==> src/rtl/tcb_gpio_wr_arb_if.sv <==
// Requester and downstream write-channel bundle for tcb_gpio_wr_arb.
// slave = arbiter view, master = view of whatever drives the requesters and downstream ready.
interface tcb_gpio_wr_arb_if #(
    parameter int N  = 2,
    parameter int GW = 32
);
    logic [N-1:0]       req_vld;
    logic [N-1:0][3:0]  req_adr;
    logic [N-1:0][31:0] req_wdt;
    logic [N-1:0][31:0] req_msk;
    logic [N-1:0]       req_rdy;
    logic [N-1:0]       req_err;
    logic               man_vld;
    logic [3:0]         man_adr;
    logic [31:0]        man_wdt;
    logic               man_rdy;
    logic [GW-1:0]      sh_o;
    logic [GW-1:0]      sh_e;

    modport master (
        output req_vld, req_adr, req_wdt, req_msk, man_rdy,
        input  req_rdy, req_err, man_vld, man_adr, man_wdt, sh_o, sh_e
    );

    modport slave (
        input  req_vld, req_adr, req_wdt, req_msk, man_rdy,
        output req_rdy, req_err, man_vld, man_adr, man_wdt, sh_o, sh_e
    );
endinterface

==> src/rtl/tcb_gpio_wr_arb.sv <==
// Round-robin write arbiter for a GPIO controller with shadowed read-modify-write merge.
// Optional macro TCB_GPIO_ARB_OWN_EN restricts each requester's mask to its OWN bits.
module tcb_gpio_wr_arb #(
    parameter int                 N   = 2,
    parameter int                 GW  = 32,
    parameter logic [N-1:0][31:0] OWN = '1
) (
    input  logic             clk,
    input  logic             rst,
    tcb_gpio_wr_arb_if.slave bus
);
    localparam int          PW    = $clog2(N);
    localparam logic [31:0] GMASK = (GW >= 32) ? 32'hFFFF_FFFF : 32'((64'd1 << GW) - 64'd1);
`ifdef TCB_GPIO_ARB_OWN_EN
    localparam bit OWN_ON = 1'b1;
`else
    localparam bit OWN_ON = 1'b0;
`endif

    typedef enum logic {IDLE, BUSY} state_t;

    state_t        state_q, state_d;
    logic [PW-1:0] ptr_q, ptr_d;
    logic [GW-1:0] sho_q, sho_d, she_q, she_d;
    logic [3:0]    adr_q, adr_d;
    logic [31:0]   wdt_q, wdt_d;
    logic [N-1:0]  err_q, err_d;
    logic [N-1:0]  rdy;

    logic          accept;
    logic          found;
    logic [PW-1:0] win;
    logic [PW:0]   pick;
    logic          legal;
    logic [3:0]    w_adr;
    logic [31:0]   msk_eff, base, merged;

    // First valid requester at or after ptr, wrapping; returns {found, index}.
    function automatic logic [PW:0] rr_pick(input logic [N-1:0] vld, input logic [PW-1:0] ptr);
        logic [PW:0]   r;
        logic [PW-1:0] j;
        int            idx;
        r = '0;
        for (int k = N - 1; k >= 0; k--) begin
            idx = int'(ptr) + k;
            if (idx >= N) idx = idx - N;
            j = PW'(idx);
            if (vld[j]) r = {1'b1, j};
        end
        return r;
    endfunction

    function automatic logic [31:0] widen(input logic [GW-1:0] v);
        logic [31:0] r;
        r = '0;
        r[GW-1:0] = v;
        return r;
    endfunction

    always_comb begin
        state_d = state_q;
        ptr_d   = ptr_q;
        sho_d   = sho_q;
        she_d   = she_q;
        adr_d   = adr_q;
        wdt_d   = wdt_q;
        err_d   = '0;
        rdy     = '0;

        accept  = (state_q == IDLE) || bus.man_rdy;
        pick    = rr_pick(bus.req_vld, ptr_q);
        found   = pick[PW];
        win     = pick[PW-1:0];
        w_adr   = bus.req_adr[win];
        legal   = (w_adr == 4'h0) || (w_adr == 4'h4);
        msk_eff = bus.req_msk[win] & (OWN_ON ? OWN[win] : 32'hFFFF_FFFF);
        base    = w_adr[2] ? widen(she_q) : widen(sho_q);
        merged  = ((base & ~msk_eff) | (bus.req_wdt[win] & msk_eff)) & GMASK;

        // A held BUSY beat only frees up when downstream takes it; an accept with no legal winner idles.
        if (accept) begin
            state_d = IDLE;
            if (found && !rst) begin
                rdy[win] = 1'b1;
                ptr_d    = (win == PW'(N - 1)) ? '0 : win + 1'b1;
                if (legal) begin
                    if (w_adr[2]) she_d = merged[GW-1:0];
                    else          sho_d = merged[GW-1:0];
                    adr_d   = w_adr;
                    wdt_d   = merged;
                    state_d = BUSY;
                end else begin
                    err_d[win] = 1'b1;
                end
            end
        end
    end

    always_ff @(posedge clk) begin
        if (rst) begin
            state_q <= IDLE;
            ptr_q   <= '0;
            sho_q   <= '0;
            she_q   <= '0;
            adr_q   <= '0;
            wdt_q   <= '0;
            err_q   <= '0;
        end else begin
            state_q <= state_d;
            ptr_q   <= ptr_d;
            sho_q   <= sho_d;
            she_q   <= she_d;
            adr_q   <= adr_d;
            wdt_q   <= wdt_d;
            err_q   <= err_d;
        end
    end

    assign bus.req_rdy = rdy;
    assign bus.req_err = err_q;
    assign bus.man_vld = (state_q == BUSY);
    assign bus.man_adr = adr_q;
    assign bus.man_wdt = wdt_q;
    assign bus.sh_o    = sho_q;
    assign bus.sh_e    = she_q;
endmodule

==> src/flat_wrapper.sv <==
// flat-port wrapper written by rule: the top's interface ports become plain ports
module tcb_gpio_wr_arb_flat 
#(
    parameter int                 N   = 2,
    parameter int                 GW  = 32,
    parameter logic [N-1:0][31:0] OWN = '1
)
  (clk, rst, bus_req_vld, bus_req_adr, bus_req_wdt, bus_req_msk, bus_man_rdy, bus_req_rdy, bus_req_err, bus_man_vld, bus_man_adr, bus_man_wdt, bus_sh_o, bus_sh_e);
  tcb_gpio_wr_arb_if #(.N(N), .GW(GW)) bus_i ();
  input  logic clk;
  input  logic rst;
  input wire logic [$bits(bus_i.req_vld)-1:0] bus_req_vld;
  input wire logic [$bits(bus_i.req_adr)-1:0] bus_req_adr;
  input wire logic [$bits(bus_i.req_wdt)-1:0] bus_req_wdt;
  input wire logic [$bits(bus_i.req_msk)-1:0] bus_req_msk;
  input wire logic [$bits(bus_i.man_rdy)-1:0] bus_man_rdy;
  output wire logic [$bits(bus_i.req_rdy)-1:0] bus_req_rdy;
  output wire logic [$bits(bus_i.req_err)-1:0] bus_req_err;
  output wire logic [$bits(bus_i.man_vld)-1:0] bus_man_vld;
  output wire logic [$bits(bus_i.man_adr)-1:0] bus_man_adr;
  output wire logic [$bits(bus_i.man_wdt)-1:0] bus_man_wdt;
  output wire logic [$bits(bus_i.sh_o)-1:0] bus_sh_o;
  output wire logic [$bits(bus_i.sh_e)-1:0] bus_sh_e;
  assign bus_i.req_vld = bus_req_vld;
  assign bus_i.req_adr = bus_req_adr;
  assign bus_i.req_wdt = bus_req_wdt;
  assign bus_i.req_msk = bus_req_msk;
  assign bus_i.man_rdy = bus_man_rdy;
  assign bus_req_rdy = bus_i.req_rdy;
  assign bus_req_err = bus_i.req_err;
  assign bus_man_vld = bus_i.man_vld;
  assign bus_man_adr = bus_i.man_adr;
  assign bus_man_wdt = bus_i.man_wdt;
  assign bus_sh_o = bus_i.sh_o;
  assign bus_sh_e = bus_i.sh_e;
  tcb_gpio_wr_arb #(.N(N), .GW(GW), .OWN(OWN)) u_core (.clk(clk), .rst(rst), .bus(bus_i));
endmodule
==> config.mk <==
export PLATFORM = sky130hd
export DESIGN_NAME = tcb_gpio_wr_arb_flat
export DESIGN_NICKNAME = d
export VERILOG_FILES = /design/src/rtl/tcb_gpio_wr_arb_if.sv /design/src/rtl/tcb_gpio_wr_arb.sv /design/src/flat_wrapper.sv
export SDC_FILE = /design/constraint.sdc
export NUM_CORES = 1
export LEC_CHECK = 0
export ABC_AREA = 0
export CAP_MARGIN = 5
export CORE_MARGIN = 3
export CORE_UTILIZATION = 46
export DETAILED_ROUTE_END_ITERATION = 12
export PLACE_DENSITY_LB_ADDON = 0.1
export SLEW_MARGIN = 20
export SYNTH_ARGS = -nofsm -noshare
export SYNTH_HDL_FRONTEND = slang
export SYNTH_SLANG_ARGS = --single-unit
==> constraint.sdc <==
create_clock -name clk -period 5.4 [get_ports clk]
set_input_delay 1.08 -clock clk [delete_from_list [all_inputs] [get_ports clk]]
set_output_delay 1.08 -clock clk [all_outputs]
set_load 0.01 [all_outputs]
==> results.py, run 1 <==
metrics = {
    "route": {
        "drtIter0Drc": 347,
        "viasPerCell": 5.65,
        "wl_met3_um": 1550,
        "routed_wl_um": 19200,
        "drt-met1-wl_um": 7600,
        "ant_nets": 0,
        "wl_per_cell_um": 18.2,
        "vias": 5956,
        "top_layer": "met4",
        "drcViolationCount": 0,
        "drtPass1Iterations": 5,
        "wl_met2_um": 9590,
    },
    "timing": {
        "hold_viol": 0,
        "maxSlewHeadroom": 0.270,
        "skew_ns": 0.00761,
        "fmax_mhz": 236,
        "worst_pin_slew_ns": 1.09,
        "fin_tns_setup_ns": 0,
        "fin_ws_ns": 1.17,
        "drv_slew": 0,
        "fin_crit_sh": 0.784,
        "setup_viol": 0,
        "fin_crit_ns": 4.23,
        "hold_ws_ns": 0.471,
        "rsz0062_at_grt": "false",
    },
    "clocking": {
        "clk_latency_ns": 0.34,
        "cts_tree": "built",
        "cts.sink_count": 104,
        "numCtsBuffers": 9,
        "cts_buffer_depth": 2,
        "cts_resized": 0,
        "cts_root_buf": "clkbuf_16",
        "post-cts-setup-buffers": 0,
        "postCtsHoldBufs": 0,
        "htreeDepth": 3,
        "cts.reportedPaths.clkPinSlew_ns": 0.07,
    },
    "power": {
        "switching_power_uw": 476,
        "seqPwrFrac": 0.437,
        "powerDensity_mw_per_mm2": 217,
        "vdd_drop_max_mv": 0.127,
        "p_leak_nw": 2.84,
        "p_comb_frac": 0.211,
        "p_int_mw": 1.36,
        "switching_share": 0.260,
        "p_clk_frac": 0.351,
    },
    "min_path": {
        "hold_path.class": "register to register",
    },
    "critical_path": {
        "worst-path-buf-inv": 2,
        "crit_path_max_fanout": 8,
        "cp.required_ns": 4.32,
        "crit_path_start_kind": "input pin",
        "slowest_stage": "clkdlybuf4s50_1",
        "crit_type": "input pin to primary output",
        "cp.arrival_ns": 3.15,
        "path_cells": "clkdlybuf4s50_1, nor2_1, or3_1, nor2_1, clkdlybuf4s50_1",
        "end_kind": "primary output",
        "path_delay_family": "buffers and inverters",
        "slowest_delay_ns": 0.62,
    },
    "placed_design": {
        "io_buffer_count": 245,
        "gp_congestion": 0.842,
        "dp_slack_ns": 1.17,
        "dpl.hpwl_um": 13300,
    },
    "status": {
        "outcome": "complete, no violations",
    },
    "global_route": {
        "grt.total_usage": 0.271,
        "grt_pass1_vias": 6040,
        "grt_pass1_wl_um": 29400,
        "overflow": 0,
        "grt_max_degree": 101,
        "antenna_found_initial": 0,
    },
    "cells_and_area": {
        "drive_above_1_share": 0.104,
        "fin_nets": 1028,
        "seq_area_mm2": 0.00208,
        "num-fill-cells": 921,
        "diodes": 0,
        "area_delta_synth_final_pct": 48.7,
        "layout_commonest_cell": "clkdlybuf4s50_1",
        "layout_common_cells": "clkdlybuf4s50_1 (244), inv_1 (128), dfxtp_1 (104), nand2_1 (96), o32ai_1 (96)",
        "multiInputGateArea_mm2": 0.00287,
    },
    "floorplanning": {
        "core-area_mm2": 0.0118,
        "ios": 246,
        "die_w_um": 117,
        "start_util": 0.484,
        "die_h_um": 117,
        "dieArea_mm2": 0.0137,
        "fp-row-count": 39,
    },
    "logic_synthesis": {
        "ys_ff_latch": 104,
        "synth_cells": 677,
        "yosys_warnings": 0,
        "syn_avg_cell_area_um2": 8.40,
        "syn_area_mm2": 0.00569,
        "syn_nets": 818,
        "synth.distinct_cells": 33,
        "seq_area_frac_synth": 0.366,
    },
    "flow_run": {
        "cap_violations": 0,
    },
}
==> stage by stage <==
step	std cells	power, mW	instance area [µm²]	util
after global placement	1040	1.19	8170	0.695
after global routing	1055	1.90	8460	0.719
final	1055	1.83	8460	0.719
after detailed placement	1040	1.20	8170	0.695
after floorplan	677	1.01	5690	-
after CTS	1055	1.84	8460	0.719
==> worst register-to-register path: cells and delay by family, from the launching register on <==
family                 cells  cell delay, ns
AND/OR/NAND/NOR            3            1.06
flip-flops                 1            0.34
buffers and inverters      1            0.35
AO/OA/AOI/OAI              2            0.81
==> Yosys cell counts (all sizes together) <==
cell / instances / area share
nor4b: 32 / 0.049
nand3: 2 / 0.0018
mux2: 32 / 0.063
or3: 1 / 0.0011
nor2b: 3 / 0.0033
a211oi: 32 / 0.069
o211ai: 1 / 0.0013
o32ai: 96 / 0.15
and2: 3 / 0.0033
nor4: 1 / 0.0011
nand4b: 1 / 0.0015
nand4: 1 / 0.0011
nor3: 6 / 0.0053
nand2b: 1 / 0.0015
a21oi: 3 / 0.0059
clkbuf: 23 / 0.015
and3: 32 / 0.035
a31oi: 32 / 0.035
nor2: 8 / 0.0053
inv: 129 / 0.085
buf: 33 / 0.034
o21ai: 3 / 0.0033
nand2: 98 / 0.065
dfxtp: 104 / 0.37
==> logic make-up after synthesis <==
family | Yosys count | share of synthesized area
and+or+nand+nor | 189 | 0.174
buffers and inverters | 185 | 0.134
AOI/OAI and AO/OA | 167 | 0.262
DFF | 104 | 0.366
muxes | 32 | 0.0634
==> final timing paths <==
kind,end,slack (ns),from,depth (start not counted)
max,bus_req_rdy[0],1.17,bus_req_vld[1],5
max reg2reg,u_core.bus.sh_e[0],2.69,u_core.ptr_q,6
min,u_core.bus.man_adr[0],0.47,u_core.bus.man_adr[0],1
min reg2reg,u_core.bus.man_adr[0],0.47,u_core.bus.man_adr[0],1
==> layout make-up <==
cell class	count	area share
Clock buffer	11	0.0287
Clock inverter	4	0.00533
Inverter	129	0.0573
Multi-Input combinational cell	388	0.340
Sequential cell	104	0.246
Tap cell	164	0.0243
Timing Repair Buffer	255	0.299
==> layer usage <==
layer / vias up / global-route usage
met3: 36 / 0.0576
met5: - / 0
met4: 0 / 0.116
met1: 2808 / 0.303
met2: 246 / 0.494
li1: 2866 / -
==> flip-flops by register name, indices dropped and copies added (netlist names) <==
register and count:
u_core.bus.man_adr 4, u_core.bus.man_vld 1, u_core.bus.man_wdt 32, u_core.bus.req_err 2
u_core.bus.sh_e 32, u_core.bus.sh_o 32, u_core.ptr_q 1
==> power by group through the flow <==
| stage | Clock, mW | Sequential [mW] | Combinational [mW] |
|---|---|---|---|
| floorplan | 0 | 0.826 | 0.182 |
| global placement | 0 | 0.818 | 0.374 |
| detailed placement | 0 | 0.819 | 0.385 |
| CTS | 0.654 | 0.802 | 0.387 |
| global route | 0.684 | 0.804 | 0.416 |
| finish | 0.645 | 0.802 | 0.388 |
Note: power is estimated with default switching activity, not from simulation.
==> run 2: changes to the inputs <==
- CORE_UTILIZATION: 46 -> 43
- clock period: 5.4 -> 4.2 ns (I/O delays scaled with it)
==> run 2 against run 1 <==
Effect of this change: register-to-register slack lost 0.92 ns; routed wire length is 0.14% higher; first-iteration DRC count down 2.6%; setup slack got worse by 0.75 ns; die area is 6.6% higher; via count down 0.62%; sequential power rose by 28%; clock skew barely moved; combinational power increased by 30%; final area up 0.77%; critical endpoint is now bus_req_rdy[1].
==> results.py, run 2 (same netlist as run 1, synthesis figures left out) <==
metrics = {
    "critical_path": {
        "rr_startpoint": "u_core.ptr_q",
        "reg2regPathDepth": 6,
        "crit_path_max_fanout": 8,
        "slowest_delay_ns": 0.64,
        "slowest_stage": "clkdlybuf4s50_1",
        "cp.arrival_ns": 2.94,
        "crit_end": "bus_req_rdy[1]",
        "r2r_end": "u_core.bus.sh_e[0]",
        "path_delay_family": "buffers and inverters",
        "end_kind": "primary output",
        "r2r_setup_slack_ns": 1.77,
        "cp.required_ns": 3.36,
        "worstSetupPathDepth": 5,
        "startpoint": "bus_req_vld[1]",
        "path_cells": "clkdlybuf4s50_1, nor2_1, or3_1, nor2_1, clkdlybuf4s50_1",
        "crit_type": "input pin to primary output",
        "crit_path_start_kind": "input pin",
        "worst-path-buf-inv": 2,
    },
    "timing": {
        "fmax_mhz": 265,
        "skew_ns": 0.00727,
        "drv_slew": 0,
        "setup_viol": 0,
        "worst_pin_slew_ns": 1.11,
        "maxSlewHeadroom": 0.261,
        "rsz0062_at_grt": "false",
        "fin_ws_ns": 0.423,
        "fin_tns_setup_ns": 0,
        "hold_viol": 0,
        "fin_crit_sh": 0.899,
        "fin_crit_ns": 3.78,
    },
    "route": {
        "wl_per_cell_um": 18.0,
        "drtIter0Drc": 338,
        "drtPass1Iterations": 5,
        "drcViolationCount": 0,
        "viasPerCell": 5.55,
        "vias": 5919,
        "ant_nets": 0,
        "routed_wl_um": 19300,
    },
    "clocking": {
        "clk_latency_ns": 0.35,
        "cts_buffer_depth": 2,
        "postCtsHoldBufs": 0,
        "cts.reportedPaths.clkPinSlew_ns": 0.06,
        "post-cts-setup-buffers": 0,
        "cts_tree": "built",
        "numCtsBuffers": 9,
        "cts_root_buf": "clkbuf_16",
        "cts.sink_count": 104,
        "cts_resized": 0,
        "htreeDepth": 3,
    },
    "flow_run": {
        "cap_violations": 0,
    },
    "global_route": {
        "antenna_found_initial": 0,
        "grt_pass1_wl_um": 29900,
        "grt_pass1_vias": 5828,
        "grt_max_degree": 101,
        "grt.total_usage": 0.255,
        "overflow": 0,
    },
    "power": {
        "powerDensity_mw_per_mm2": 278,
        "p_comb_frac": 0.214,
        "p_clk_frac": 0.351,
        "switching_power_uw": 616,
        "p_int_mw": 1.75,
        "seqPwrFrac": 0.435,
        "switching_share": 0.260,
        "p_leak_nw": 2.86,
        "vdd_drop_max_mv": 0.154,
    },
    "floorplanning": {
        "die_h_um": 121,
        "fp-row-count": 41,
        "ios": 246,
        "start_util": 0.445,
        "dieArea_mm2": 0.0146,
        "die_w_um": 121,
        "core-area_mm2": 0.0128,
    },
    "placed_design": {
        "dp_slack_ns": 0.456,
        "gp_congestion": 0.873,
        "dpl.hpwl_um": 13400,
        "io_buffer_count": 245,
    },
    "cells_and_area": {
        "diodes": 0,
        "fin_nets": 1032,
        "drive_above_1_share": 0.108,
        "layout_common_cells": "clkdlybuf4s50_1 (244), inv_1 (128), dfxtp_1 (104), nand2_1 (96), o32ai_1 (96)",
        "layout_commonest_cell": "clkdlybuf4s50_1",
        "area_delta_synth_final_pct": 49.8,
    },
    "status": {
        "outcome": "complete, no violations",
    },
    "min_path": {
        "hold_path.class": "register to register",
    },
}
[run 2: power by group through the flow]
stage | Clock [mW] | Sequential (mW) | Combinational [mW]
2_1_floorplan | 0 | 1.06 | 0.234
3_3_place_gp | 0 | 1.05 | 0.489
3_5_place_dp | 0 | 1.05 | 0.501
4_1_cts | 0.846 | 1.03 | 0.505
5_1_grt | 0.891 | 1.03 | 0.541
6_report | 0.831 | 1.03 | 0.506
[run 2: worst register-to-register path: cells and delay by family (launching register included)]
kind	cells	cell delay [ns]
flip-flops	1	0.34
buffers and inverters	1	0.62
multiplexers	1	0.44
AO/OA/AOI/OAI	2	0.55
AND/OR/NAND/NOR	2	0.32
[run 2: layout make-up]
type | instances | area (µm²)
fillers | 1051 | 4250
multi-input cells | 388 | 2870
flip-flops and latches | 104 | 2080
well taps | 172 | 215
clock inverters | 4 | 45.0
clock buffers | 11 | 243
repair buffers | 259 | 2580
inverters | 129 | 484
[run 2: routing by layer]
layer,GRT usage,wire [µm],vias to the layer above
met5,0,0,-
met4,0.0992,473,0
met3,0.0569,1240,30
met2,0.457,9680,208
met1,0.294,7870,2811
li1,-,-,2870
[run 2: worst min-delay path by stage]
| stage | start | end | slack, ns | cells after the start |
|---|---|---|---|---|
| after CTS | u_core.bus.man_wdt[30] | u_core.bus.man_wdt[30] | 0.47 | 2 |
| after detailed placement | u_core.bus.man_adr[0] | u_core.bus.man_adr[0] | 0.46 | 1 |
| after floorplan | u_core.ptr_q | u_core.ptr_q | 0.48 | 2 |
| final | u_core.bus.man_wdt[30] | u_core.bus.man_wdt[30] | 0.47 | 2 |
| after global routing | u_core.bus.man_adr[0] | u_core.bus.man_adr[0] | 0.49 | 1 |
| after global placement | u_core.bus.man_adr[0] | u_core.bus.man_adr[0] | 0.44 | 1 |
[run 2: through the flow]
stage / instances / hold WS (ns) / utilization / cell area (µm²) / total power [mW]
floorplan: 677 / 0.484 / - / 5690 / 1.30
CTS: 1067 / 0.473 / 0.667 / 8520 / 2.38
global route: 1067 / 0.489 / 0.667 / 8520 / 2.46
finish: 1067 / 0.472 / 0.667 / 8520 / 2.37
detailed placement: 1052 / 0.462 / 0.645 / 8230 / 1.55
global placement: 1052 / 0.443 / 0.645 / 8230 / 1.54
==> run 3: changes to the inputs <==
- CTS_CLUSTER_DIAMETER: unset -> 60
==> results of run 3 <==
The final DEF is identical to that of run 2; final timing and power are the same.
